<file path="src/rtl/normalise_sum_if.sv">
// Handshake bundle between the align stage, the normaliser and its consumer.
// The slave side is the normaliser; the master side drives operands and takes results.
interface normalise_sum_if;
    logic        valid_in;
    logic        ready_in;
    logic [1:0]  idle_in;
    logic [31:0] sout_in;
    logic        sign_in;
    logic [7:0]  exp_in;
    logic [27:0] sum_in;
    logic [7:0]  InsTag_in;
    logic        valid_out;
    logic        ready_out;
    logic [31:0] sout_Normalise;
    logic [7:0]  InsTag_Normalise;
    logic [1:0]  idle_Normalise;

    modport slave (
        input  valid_in, idle_in, sout_in, sign_in, exp_in, sum_in, InsTag_in, ready_out,
        output ready_in, valid_out, sout_Normalise, InsTag_Normalise, idle_Normalise
    );

    modport master (
        output valid_in, idle_in, sout_in, sign_in, exp_in, sum_in, InsTag_in, ready_out,
        input  ready_in, valid_out, sout_Normalise, InsTag_Normalise, idle_Normalise
    );
endinterface

</file>
<file path="src/rtl/normalise_sum.sv">
// Post-addition normaliser: shifts the 28-bit sum back to 1.xxx form a few bits per cycle,
// rounds to nearest-even and packs an IEEE-754 single-precision word.
module normalise_sum #(
    parameter int unsigned SHIFT_STEP = 4
) (
    input  logic           clock,
    input  logic           reset,
    normalise_sum_if.slave bus
);

    typedef enum logic [1:0] {
        S_IDLE,
        S_NORM,
        S_PACK,
        S_HOLD
    } state_t;

    localparam logic [1:0] PUT_IDLE = 2'b10;
    localparam logic [8:0] STEP     = 9'(SHIFT_STEP);

    state_t      r_state;
    state_t      w_state_next;
    logic        r_sign;
    logic [8:0]  r_exp;
    logic [27:0] r_sum;
    logic [7:0]  r_tag;
    logic [1:0]  r_idle;
    logic [31:0] r_sout;

    logic [4:0]  w_lz;
    logic [8:0]  w_k;
    logic        w_round_up;
    logic [24:0] w_mant;
    logic [8:0]  w_pack_exp;
    logic [23:0] w_pack_mant;
    logic [31:0] w_pack_word;

    // Leading zeros above the hidden bit; the highest set bit wins the loop.
    always_comb begin
        w_lz = '0;
        for (int i = 0; i <= 26; i++) begin
            if (r_sum[i]) w_lz = 5'(26 - i);
        end
    end

    // Shift distance is capped so the exponent never drops below 1.
    always_comb begin
        w_k = {4'b0, w_lz};
        if (w_k > STEP) w_k = STEP;
        if (w_k > r_exp - 9'd1) w_k = r_exp - 9'd1;
    end

    always_comb begin
        w_round_up  = r_sum[2] & (r_sum[1] | r_sum[0] | r_sum[3]);
        w_mant      = {1'b0, r_sum[26:3]} + 25'(w_round_up);
        w_pack_exp  = r_exp + 9'(w_mant[24]);
        w_pack_mant = w_mant[24] ? 24'h800000 : w_mant[23:0];
        if (r_sum == '0)
            w_pack_word = {r_sign, 31'b0};
        else if (w_pack_exp >= 9'd255)
            w_pack_word = {r_sign, 8'hFF, 23'b0};
        else if (w_pack_exp == 9'd1 && !w_pack_mant[23])
            w_pack_word = {r_sign, 8'h00, w_pack_mant[22:0]};
        else
            w_pack_word = {r_sign, w_pack_exp[7:0], w_pack_mant[22:0]};
    end

    // NOTE: every signal written in always_comb gets a default first, so no path can infer a latch.
    always_comb begin
        w_state_next = r_state;
        case (r_state)
            S_IDLE: if (bus.valid_in) w_state_next = (bus.idle_in == PUT_IDLE) ? S_HOLD : S_NORM;
            S_NORM: begin
                if (r_sum == '0 || r_sum[27] || r_sum[26] || r_exp <= 9'd1)
                    w_state_next = S_PACK;
            end
            S_PACK: w_state_next = S_HOLD;
            S_HOLD: if (bus.ready_out) w_state_next = S_IDLE;
            default: w_state_next = S_IDLE;
        endcase
    end

    // NOTE: sequential state uses non-blocking assignments so every flop samples pre-edge values.
    always_ff @(posedge clock) begin
        if (!reset) r_state <= S_IDLE;
        else        r_state <= w_state_next;
    end

    always_ff @(posedge clock) begin
        if (!reset) begin
            r_sign <= 1'b0;
            r_exp  <= '0;
            r_sum  <= '0;
            r_tag  <= '0;
            r_idle <= '0;
            r_sout <= '0;
        end else begin
            case (r_state)
                S_IDLE: begin
                    if (bus.valid_in) begin
                        r_sign <= bus.sign_in;
                        r_exp  <= {1'b0, bus.exp_in};
                        r_sum  <= bus.sum_in;
                        r_tag  <= bus.InsTag_in;
                        r_idle <= bus.idle_in;
                        if (bus.idle_in == PUT_IDLE) r_sout <= bus.sout_in;
                    end
                end
                S_NORM: begin
                    if (r_sum != '0) begin
                        if (r_sum[27]) begin
                            // Carry: drop one bit, folding it into sticky.
                            r_sum <= {1'b0, r_sum[27:2], r_sum[1] | r_sum[0]};
                            r_exp <= r_exp + 9'd1;
                        end else if (!r_sum[26] && r_exp > 9'd1) begin
                            r_sum <= r_sum << w_k;
                            r_exp <= r_exp - w_k;
                        end
                    end
                end
                S_PACK:  r_sout <= w_pack_word;
                default: ;
            endcase
        end
    end

    assign bus.ready_in         = (r_state == S_IDLE);
    assign bus.valid_out        = (r_state == S_HOLD);
    assign bus.sout_Normalise   = r_sout;
    assign bus.InsTag_Normalise = r_tag;
    assign bus.idle_Normalise   = r_idle;

endmodule

</file>
<file path="src/flat_wrapper.sv">
// flat-port wrapper written by rule: the top's interface ports become plain ports
module normalise_sum_flat 
#(
    parameter int unsigned SHIFT_STEP = 4
)
  (clock, reset, bus_valid_in, bus_idle_in, bus_sout_in, bus_sign_in, bus_exp_in, bus_sum_in, bus_InsTag_in, bus_ready_out, bus_ready_in, bus_valid_out, bus_sout_Normalise, bus_InsTag_Normalise, bus_idle_Normalise);
  normalise_sum_if bus_i ();
  input  logic clock;
  input  logic reset;
  input wire logic [$bits(bus_i.valid_in)-1:0] bus_valid_in;
  input wire logic [$bits(bus_i.idle_in)-1:0] bus_idle_in;
  input wire logic [$bits(bus_i.sout_in)-1:0] bus_sout_in;
  input wire logic [$bits(bus_i.sign_in)-1:0] bus_sign_in;
  input wire logic [$bits(bus_i.exp_in)-1:0] bus_exp_in;
  input wire logic [$bits(bus_i.sum_in)-1:0] bus_sum_in;
  input wire logic [$bits(bus_i.InsTag_in)-1:0] bus_InsTag_in;
  input wire logic [$bits(bus_i.ready_out)-1:0] bus_ready_out;
  output wire logic [$bits(bus_i.ready_in)-1:0] bus_ready_in;
  output wire logic [$bits(bus_i.valid_out)-1:0] bus_valid_out;
  output wire logic [$bits(bus_i.sout_Normalise)-1:0] bus_sout_Normalise;
  output wire logic [$bits(bus_i.InsTag_Normalise)-1:0] bus_InsTag_Normalise;
  output wire logic [$bits(bus_i.idle_Normalise)-1:0] bus_idle_Normalise;
  assign bus_i.valid_in = bus_valid_in;
  assign bus_i.idle_in = bus_idle_in;
  assign bus_i.sout_in = bus_sout_in;
  assign bus_i.sign_in = bus_sign_in;
  assign bus_i.exp_in = bus_exp_in;
  assign bus_i.sum_in = bus_sum_in;
  assign bus_i.InsTag_in = bus_InsTag_in;
  assign bus_i.ready_out = bus_ready_out;
  assign bus_ready_in = bus_i.ready_in;
  assign bus_valid_out = bus_i.valid_out;
  assign bus_sout_Normalise = bus_i.sout_Normalise;
  assign bus_InsTag_Normalise = bus_i.InsTag_Normalise;
  assign bus_idle_Normalise = bus_i.idle_Normalise;
  normalise_sum #(.SHIFT_STEP(SHIFT_STEP)) u_core (.clock(clock), .reset(reset), .bus(bus_i));
endmodule
</file>
<file path="config.mk">
export PLATFORM = sky130hd
export DESIGN_NAME = normalise_sum_flat
export DESIGN_NICKNAME = d
export VERILOG_FILES = /design/src/rtl/normalise_sum_if.sv /design/src/rtl/normalise_sum.sv /design/src/flat_wrapper.sv
export SDC_FILE = /design/constraint.sdc
export NUM_CORES = 1
export LEC_CHECK = 0
export BUFFER_PORTS_ARGS = -buffer_cell sky130_fd_sc_hd__buf_2
export CORE_ASPECT_RATIO = 0.8
export CORE_MARGIN = 2
export CORE_UTILIZATION = 52
export DETAILED_ROUTE_END_ITERATION = 16
export HOLD_SLACK_MARGIN = 0.02
export PLACE_DENSITY = 0.84
export SETUP_SLACK_MARGIN = 0.15
export SYNTH_ARGS = -nofsm -noshare
export SYNTH_HDL_FRONTEND = slang
export SYNTH_SLANG_ARGS = --single-unit
export TNS_END_PERCENT = 5
</file>
<file path="constraint.sdc">
create_clock -name clock -period 4.93 [get_ports clock]
set_input_delay 0.493 -clock clock [delete_from_list [all_inputs] [get_ports clock]]
set_output_delay 0.493 -clock clock [all_outputs]
set_load 0.05 [all_outputs]
</file>
==> summary.txt, run 1 <==
Cells and area
  • Multi-input gate area: 5350 um^2
  • Fillers: 1217
  • Area grow syn2layout: 20.8%
  • Share of layout cells above drive strength 1: 0.261
  • NumNets Final: 1209
  • Sequential cell area: 1650 um^2
  • # diodes: 0

Yosys
  • Yosys top cell area share: 0.220
  • Post-synth ARST share: 0
  • Flops & latches, synth: 82
  • Synth area leader: dfxtp_1
  • Avg Cell Area, Syn: 7.67 um^2
  • Synth unique cells: 89
  • Mapped Cells: 974
  • Count of flip-flops with a built-in enable after synthesis: 0
  • Top cells by area, synth: dfxtp_1 22%, mux2i_1 7.9%, nand2_1 5.5%, o211a_1 4.6%, a21oi_1 3.9%
  • Commonest cells in the netlist: 110 x nand2_1, 82 x dfxtp_1, 65 x clkbuf_1, 59 x mux2i_1, 58 x a21oi_1
  • Top-count cell post-synth: nand2_1
  • Yosys warning count: 0
  • Post-synthesis sequential area ratio: 0.220
  • Ys flop type: dfxtp_1
  • Post-Syn Area: 7470 um^2

Drt
  • Vias/cell: 6.61
  • Initial DRT Pass Iterations: 7
  • DRC viols: 0
  • Routed WL: 27600 um
  • Post-DRT Antenna Nets: 0
  • DR WL/cell: 21.3 um
  • Via count: 8537
  • 1st-iter DRT viols: 1027

Floorplan
  • DIE AREA: 15400 um^2
  • Core area: 14200 um^2
  • Die W: 138 um
  • DIE HEIGHT: 111 um
  • Starting Density: 0.528
  • # IOs: 127
  • # rows: 39

Placement
  • GP Congestion: 1.10
  • Dpl hpwl: 19800 um
  • Pre-CTS setup slack: 0.0876 ns
  • IO buf count: 126

Worst setup path
  • Crit path kind: reg -> reg
  • Crit end category: flip-flop
  • Critical Path RT: 5.18 ns
  • CP Data Arrival Time: 5.14 ns
  • Startpoint Class: flip-flop
  • Worst Path Max Fanout: 5

Timing
  • Final slew viol count: 0
  • Clk_skew: 0.00452 ns
  • Fin crit share: 0.993
  • Max Freq: 204 MHz
  • Final Hold Fails: 0
  • Least-Margin Pin Slew: 0.984 ns
  • Final setup viols: 0
  • Post-route setup slack: 0.0368 ns
  • RSZ-0062 raised after global routing: true
  • Final hold slack: 0.380 ns
  • Min Tclk post-route: 4.89 ns
  • Worst slew margin: 0.341

GRT
  • Initial antenna violation count: 1
  • Vias in the first global route: 7849
  • Total global routing overflow: 0
  • Largest net degree at the start of global routing: 57
  • First-pass GRT wire length: 43400 um
  • GRT Overall Usage: 0.351

Min path
  • HP Class: in -> reg

Clocking
  • CTS tree: yes
  • H-Tree Depth: 3
  • Clock buffer depth: 2
  • CTS Hold Bufs: 0
  • Root Buffer: clkbuf_16
  • TritonCTS buffer count: 9
  • CTS sink cnt: 82
  • Clock Latency Late Sink: 0.36 ns
  • Worst-path clk slew: 0.07 ns

Status
  • Status: complete, no violations

Job
  • Max-cap viol count: 0
-- worst paths after layout --
path,startpoint,to,slack (ns),cells after the start
max,u_core.r_sum[0]$_SDFFE_PN0P_,u_core.r_exp[8]$_SDFFE_PN0P_,0.04,23
min,bus_InsTag_in[0],u_core.bus.InsTag_Normalise[0]$_SDFFE_PN0P_,0.38,3
max reg2reg,u_core.r_sum[0]$_SDFFE_PN0P_,u_core.r_exp[8]$_SDFFE_PN0P_,0.04,23
min reg2reg,u_core.bus.InsTag_Normalise[3]$_SDFFE_PN0P_,u_core.bus.InsTag_Normalise[3]$_SDFFE_PN0P_,0.47,2
-- cells by family (layout without fill, tap and decap cells) --
logic type,count (synthesis),count (layout),share of synthesized area
xor gates and xnor gates,39,39,0.0467
AOI/OAI and AO/OA,306,306,0.305
adders and majority gates,24,24,0.0412
buffers and inverters,142,274,0.0837
DFF,82,82,0.220
other,1,2,0.000502
muxes,69,69,0.0981
and+or+nand+nor,311,311,0.205
-- cell type report --
class / count / area share
multi-input combinational: 751 / 0.592
sequential: 82 / 0.183
timing repair buffer: 215 / 0.145
tap: 184 / 0.0255
clock buffer: 9 / 0.0249
inverter: 43 / 0.0184
clock inverter: 7 / 0.0112
-- cells in the final DEF (no fill, tap or decap), drive strengths merged, types with 20 or more instances in the layout --
cell,n
o221ai,22
o211a,34
a21oi,58
nor2,58
mux2i,59
xnor2,24
buf,214
dfxtp,82
o21ai,51
ha,23
o211ai,21
nor3,20
nand2,111
inv,43
nand3,35
-- stage by stage --
| stage | setup TNS [ns] | instance area, um^2 | cells | util |
|---|---|---|---|---|
| floorplan | -0.0115 | 7560 | 975 | - |
| global placement | 0 | 8550 | 1265 | 0.604 |
| detailed placement | 0 | 8550 | 1265 | 0.604 |
| CTS | 0 | 8940 | 1287 | 0.632 |
| global route | -0.530 | 9030 | 1291 | 0.638 |
| finish | 0 | 9030 | 1291 | 0.638 |
-- critical path, cell delays in order (launching register included) --
cell,delay [ns]
dfxtp_1,0.35
nor2_1,0.32
and4_1,0.27
a21o_1,0.18
o311a_4,0.24
ha_4,0.20
a311o_1,0.38
a221oi_4,0.34
nand2_4,0.09
mux2_4,0.34
clkinv_4,0.06
ha_4,0.19
nor2b_4,0.12
fa_2,0.35
a21o_1,0.21
a21oi_2,0.17
o21bai_1,0.10
a21oi_2,0.16
o21bai_1,0.10
a21oi_1,0.16
xnor2_1,0.15
o21ai_1,0.10
a22oi_1,0.16
nor2b_1,0.06
-- per-layer routing --
metal  track usage  part of all wire  wire [um]
met1         0.490              0.41      11200
met2         0.506              0.41      11400
met3         0.107              0.14       3740
met4         0.134             0.046       1280
met5             0           0.00047         13
-- flip-flops by register name, indices dropped and copies added (netlist names) --
name	count
u_core.bus.sout_Normalise	32
u_core.r_sum	28
u_core.r_exp	9
u_core.bus.InsTag_Normalise	8
u_core.bus.idle_Normalise	2
u_core.r_state	2
u_core.r_sign	1
-- what timing repair did --
item / in CTS / in global routing
gates resized for setup: 7 / 13
buffers inserted: 6 / 4
setup endpoints to repair: 1 / 25
pin swaps: 13 / 14
Power of run 1 is not shown: default switching activity piles up to over one toggle a cycle in this logic, so the estimate is an artifact.
==> run 2: changes to the inputs <==
--- a/config.mk
+++ b/config.mk
@@ -6,12 +6,14 @@
 export NUM_CORES = 1
 export LEC_CHECK = 0
 export BUFFER_PORTS_ARGS = -buffer_cell sky130_fd_sc_hd__buf_2
+export CELL_PAD_IN_SITES_DETAIL_PLACEMENT = 1
+export CELL_PAD_IN_SITES_GLOBAL_PLACEMENT = 1
 export CORE_ASPECT_RATIO = 0.8
 export CORE_MARGIN = 2
-export CORE_UTILIZATION = 52
+export CORE_UTILIZATION = 38
 export DETAILED_ROUTE_END_ITERATION = 16
 export HOLD_SLACK_MARGIN = 0.02
-export PLACE_DENSITY = 0.84
+export PLACE_DENSITY = 0.74
 export SETUP_SLACK_MARGIN = 0.15
 export SYNTH_ARGS = -nofsm -noshare
 export SYNTH_HDL_FRONTEND = slang
==> summary.txt, run 2 (synthesis results as in run 1) <==
Worst setup path
  • Startpoint Class: flip-flop
  • CP most frequent cell: a21oi_2
  • Critical path capture point: u_core.r_exp[8]$_SDFFE_PN0P_
  • Worst Reg-to-Reg Cells: 26
  • Critical Path RT: 5.18 ns
  • CP Data Arrival Time: 5.10 ns
  • Slowest cell on the critical path: ha_1
  • Worst Path Max Fanout: 5
  • Crit path launch: u_core.r_sum[3]$_SDFFE_PN0P_
  • CP peak stage delay: 0.37 ns
  • Crit end category: flip-flop
  • Crit Reg-Reg Endpoint: u_core.r_exp[8]$_SDFFE_PN0P_
  • Worst reg2reg setup slack: 0.08 ns
  • Crit path kind: reg -> reg
  • FF-to-FF Start: u_core.r_sum[3]$_SDFFE_PN0P_

Placement
  • IO buf count: 126
  • GP Congestion: 1.03
  • Placed cell area: 8560 um^2
  • Dpl hpwl: 23200 um

Timing
  • Final Hold Fails: 0
  • Clk_skew: 0.00870 ns
  • Fin crit share: 0.983
  • Least-Margin Pin Slew: 0.774 ns
  • Worst slew margin: 0.484
  • Final slew viol count: 0
  • Setup tns final: 0 ns
  • RSZ-0062 raised after global routing: true
  • Max Freq: 206 MHz
  • Final setup viols: 0
  • Min Tclk post-route: 4.85 ns

Cells and area
  • NumNets Final: 1201
  • Sequential cell area: 1650 um^2
  • Final instance area: 9090 um^2
  • Fillers: 2411
  • Most common cell after layout, fill and taps aside: buf_2
  • Share of layout cells above drive strength 1: 0.261
  • # diodes: 0
  • Area grow syn2layout: 21.6%
  • Max reg flops: 32
  • Multi-input gate area: 5400 um^2
  • Most frequent cells in the layout: 126 x buf_2, 110 x nand2_1, 80 x buf_4

Status
  • Status: complete, no violations

Drt
  • Routed WL: 32100 um
  • Initial DRT Pass Iterations: 5
  • Vias/cell: 6.25
  • 1st-iter DRT viols: 628
  • Post-DRT Antenna Nets: 0
  • Via count: 8483
  • DRC viols: 0
  • DR WL/cell: 23.7 um

GRT
  • Total global routing overflow: 0
  • Grt peak-use layer: met2
  • First-pass GRT wire length: 49400 um
  • Largest net degree at the start of global routing: 65
  • Met1 GRT Util: 0.415
  • Met3 usage: 0.0797
  • Initial antenna violation count: 0
  • Vias in the first global route: 8430
  • Met2 GRT Util: 0.470
  • GRT Overall Usage: 0.308

Clocking
  • CTS sink cnt: 82
  • TritonCTS buffer count: 9
  • Clock Latency Late Sink: 0.36 ns
  • CTS tree: yes
  • Root Buffer: clkbuf_16
  • Clock buffer depth: 2
  • Worst-path clk slew: 0.07 ns
  • H-Tree Depth: 3

Floorplan
  • Core area: 19100 um^2
  • # rows: 45
  • DIE HEIGHT: 129 um
  • # IOs: 127
  • Starting Density: 0.390
  • Die W: 161 um
  • DIE AREA: 20800 um^2

Job
  • Max-cap viol count: 0

Min path
  • HP Class: in -> reg
## run 2: routing by layer
metal  vias up  wire length, um
li1       3826                -
met5         -                0
met4         0             1230
met1      4133            14000
met2       442            13900
met3        82             3060
## run 2: metrics by stage
stage,utilization,worst slack (ns),hold WS (ns),std cells
2_1_floorplan,-,-0.0115,0.443,975
5_1_grt,0.475,-0.196,0.405,1357
4_1_cts,0.470,0.110,0.372,1354
3_3_place_gp,0.447,0.241,0.449,1328
3_5_place_dp,0.447,0.0426,0.458,1328
6_report,0.475,0.0826,0.381,1357
## run 2: worst min path at each step
stage / from / cells after the start / to / slack [ns]
after floorplan: u_core.r_sign$_SDFFE_PN0P_ / 2 / u_core.r_sign$_SDFFE_PN0P_ / 0.44
after global placement: u_core.bus.InsTag_Normalise[7]$_SDFFE_PN0P_ / 2 / u_core.bus.InsTag_Normalise[7]$_SDFFE_PN0P_ / 0.45
after detailed placement: u_core.bus.InsTag_Normalise[0]$_SDFFE_PN0P_ / 2 / u_core.bus.InsTag_Normalise[0]$_SDFFE_PN0P_ / 0.46
after CTS: bus_InsTag_in[0] / 3 / u_core.bus.InsTag_Normalise[0]$_SDFFE_PN0P_ / 0.37
after global routing: bus_idle_in[1] / 3 / u_core.bus.idle_Normalise[1]$_SDFFE_PN0P_ / 0.40
final: bus_InsTag_in[0] / 3 / u_core.bus.InsTag_Normalise[0]$_SDFFE_PN0P_ / 0.38
## run 2: area by class of cell
class / instances / share of cell area
clock inverter: 6 / 0.00785
sequential: 82 / 0.181
timing repair buffer: 207 / 0.137
inverter: 43 / 0.0183
clock buffer: 10 / 0.0263
multi-input combinational: 751 / 0.594
tap: 258 / 0.0355
## run 2: worst max-delay path, delay by kind of cell, from the launching register on
kind | cells | cell delay [ns]
buffers and inverters | 3 | 0.30
DFF | 1 | 0.33
muxes | 1 | 0.33
xor gates and xnor gates | 2 | 0.26
adders and majority gates | 3 | 0.75
and+or+nand+nor | 6 | 0.88
AOI/OAI and AO/OA | 11 | 1.89
## run 2: repair_timing
item                       CTS  global route
resized for setup           13            13
setup buffers               10             3
setup endpoints to repair    2            39
pin swaps                   14            11
gates cloned                 0             0
hold buffers                 0             0
Power of run 2 is left out for the same reason.
==> run 3: changes to the inputs <==
--- a/config.mk
+++ b/config.mk
@@ -5,7 +5,7 @@
 export SDC_FILE = /design/constraint.sdc
 export NUM_CORES = 1
 export LEC_CHECK = 0
-export BUFFER_PORTS_ARGS = -buffer_cell sky130_fd_sc_hd__buf_2
+export BUFFER_PORTS_ARGS = -buffer_cell sky130_fd_sc_hd__buf_4
 export CELL_PAD_IN_SITES_DETAIL_PLACEMENT = 1
 export CELL_PAD_IN_SITES_GLOBAL_PLACEMENT = 1
 export CORE_ASPECT_RATIO = 0.8
==> summary.txt, run 3 (synthesis results as in run 1) <==
Clocking
  • TritonCTS buffer count: 9
  • H-Tree Depth: 3
  • Root Buffer: clkbuf_16
  • Clock buffer depth: 2
  • Clock Latency Late Sink: 0.36 ns
  • CTS sink cnt: 82
  • CTS tree: yes
  • Worst-path clk slew: 0.07 ns

Placement
  • Dpl hpwl: 23300 um
  • IO buf count: 126
  • GP Congestion: 1.05
  • Pre-CTS setup slack: 0.0342 ns

Floorplan
  • # rows: 45
  • # IOs: 127
  • Die W: 161 um
  • Starting Density: 0.390
  • DIE AREA: 20800 um^2
  • DIE HEIGHT: 129 um
  • Core area: 19100 um^2

Cells and area
  • Max reg flops: 32
  • Multi-input gate area: 5390 um^2
  • Sequential cell area: 1650 um^2
  • Share of layout cells above drive strength 1: 0.265
  • Most common cell after layout, fill and taps aside: buf_4
  • Most frequent cells in the layout: 209 x buf_4, 110 x nand2_1, 79 x dfxtp_1
  • Area grow syn2layout: 26.4%
  • # diodes: 0
  • Post-layout util: 0.493
  • Fillers: 2350
  • NumNets Final: 1205

Timing
  • Final Hold Fails: 0
  • Max Freq: 202 MHz
  • Worst slew margin: 0.516
  • Fin crit share: 1.00
  • Final setup viols: 1
  • RSZ-0062 raised after global routing: true
  • Min Tclk post-route: 4.94 ns
  • Final slew viol count: 0
  • Clk_skew: 0.00944 ns
  • Least-Margin Pin Slew: 0.723 ns
  • Post-route setup slack: -0.0116 ns

Status
  • Violated checks: setup timing
  • Status: finished with violations

GRT
  • GRT Overall Usage: 0.305
  • Largest net degree at the start of global routing: 60
  • Vias in the first global route: 8216
  • First-pass GRT wire length: 49000 um
  • Initial antenna violation count: 0
  • Total global routing overflow: 0

Worst setup path
  • Slowest cell on the critical path: fa_2
  • Crit path max-delay family: compound AO/OA/AOI/OAI gates
  • Worst Path Max Fanout: 5
  • Crit path kind: reg -> reg
  • CP Data Arrival Time: 5.19 ns
  • CP Cell Sequence: nor4_4 > and4_1 > a21o_1 > o311a_4 > ha_4 > a311o_1 > a221oi_4 > nand2_4 > mux2_4 > clkinv_4 > ha_4 > nor2b_4 > fa_2 > a21o_1 > a21oi_2 > o21bai_1 > a21oi_2 > o21bai_1 > a21oi_1 > xnor2_1 > buf_4 > a22oi_2 > nor2b_1
  • FF-to-FF Start: u_core.r_sum[14]$_SDFFE_PN0P_
  • Crit end category: flip-flop
  • Worst reg2reg setup slack: -0.01 ns
  • Crit path buf inv count: 2
  • Crit Reg-Reg Endpoint: u_core.r_exp[8]$_SDFFE_PN0P_
  • Worst Reg-to-Reg Cells: 23
  • Crit path launch: u_core.r_sum[14]$_SDFFE_PN0P_
  • Critical Path RT: 5.18 ns
  • CP peak stage delay: 0.41 ns
  • Startpoint Class: flip-flop

Drt
  • Routed WL: 32300 um
  • DRC viols: 0
  • Via count: 8426
  • Post-DRT Antenna Nets: 0
  • DR WL/cell: 23.8 um
  • Vias/cell: 6.19
  • Initial DRT Pass Iterations: 6
  • 1st-iter DRT viols: 831

Job
  • Max-cap viol count: 0

Min path
  • HP Class: in -> reg
  • Hold path startpoint: bus_InsTag_in[6]
  • Hold path endpoint: u_core.bus.InsTag_Normalise[6]$_SDFFE_PN0P_
  • WHS Path Cells: 3
run 3: routing by layer:
metal	vias to the layer above	part of all wire	GRT usage
li1	3826	-	-
met1	4084	0.44	0.413
met2	421	0.43	0.465
met3	95	0.094	0.0794
met4	0	0.039	0.125
met5	-	0	0
run 3: cell type report:
type                    instances  area share
multi-input cells             751       0.571
flip-flops and latches         82       0.174
repair buffers                211       0.170
well taps                     258      0.0342
clock buffers                   9      0.0238
inverters                      43      0.0176
clock inverters                 7     0.00888
run 3: stage by stage:
| stage | hold WS, ns | std cells | cell area (um^2) | TNS, ns |
|---|---|---|---|---|
| after global placement | 0.452 | 1333 | 8910 | 0 |
| after floorplan | 0.443 | 975 | 7560 | -0.0115 |
| final | 0.394 | 1361 | 9450 | -0.0116 |
| after detailed placement | 0.460 | 1333 | 8910 | 0 |
| after global routing | 0.411 | 1361 | 9450 | -0.388 |
| after CTS | 0.390 | 1351 | 9260 | 0 |
run 3: how the worst max path moves through the flow:
stage                                               to  slack (ns)  cells past startpoint
after detailed placement  u_core.r_exp[8]$_SDFFE_PN0P_        0.03                     24
after floorplan           u_core.r_exp[8]$_SDFFE_PN0P_       -0.01                     25
after global routing      u_core.r_exp[8]$_SDFFE_PN0P_       -0.16                     23
final                     u_core.r_exp[8]$_SDFFE_PN0P_       -0.01                     23
after global placement    u_core.r_exp[8]$_SDFFE_PN0P_        0.24                     24
after CTS                 u_core.r_exp[8]$_SDFFE_PN0P_        0.14                     24
run 3: what timing repair did:
| item | 4_1_cts | 5_1_grt |
|---|---|---|
| buffers inserted | 2 | 10 |
| setup endpoints to repair | 2 | 29 |
| hold buffers | 0 | 0 |
| gates cloned | 0 | 0 |
| gates resized for setup | 5 | 26 |
| pin swaps | 2 | 27 |
run 3: worst register-to-register path, cell delays in order (launching register included):
cell and delay, ns:
dfxtp_4 0.37, nor4_4 0.31, and4_1 0.26, a21o_1 0.17
o311a_4 0.23, ha_4 0.20, a311o_1 0.37, a221oi_4 0.36
nand2_4 0.09, mux2_4 0.35, clkinv_4 0.06, ha_4 0.18
nor2b_4 0.13, fa_2 0.41, a21o_1 0.18, a21oi_2 0.17
o21bai_1 0.10, a21oi_2 0.16, o21bai_1 0.07, a21oi_1 0.18
xnor2_1 0.12, buf_4 0.16, a22oi_2 0.15, nor2b_1 0.06
Power of run 3 is left out for the same reason.
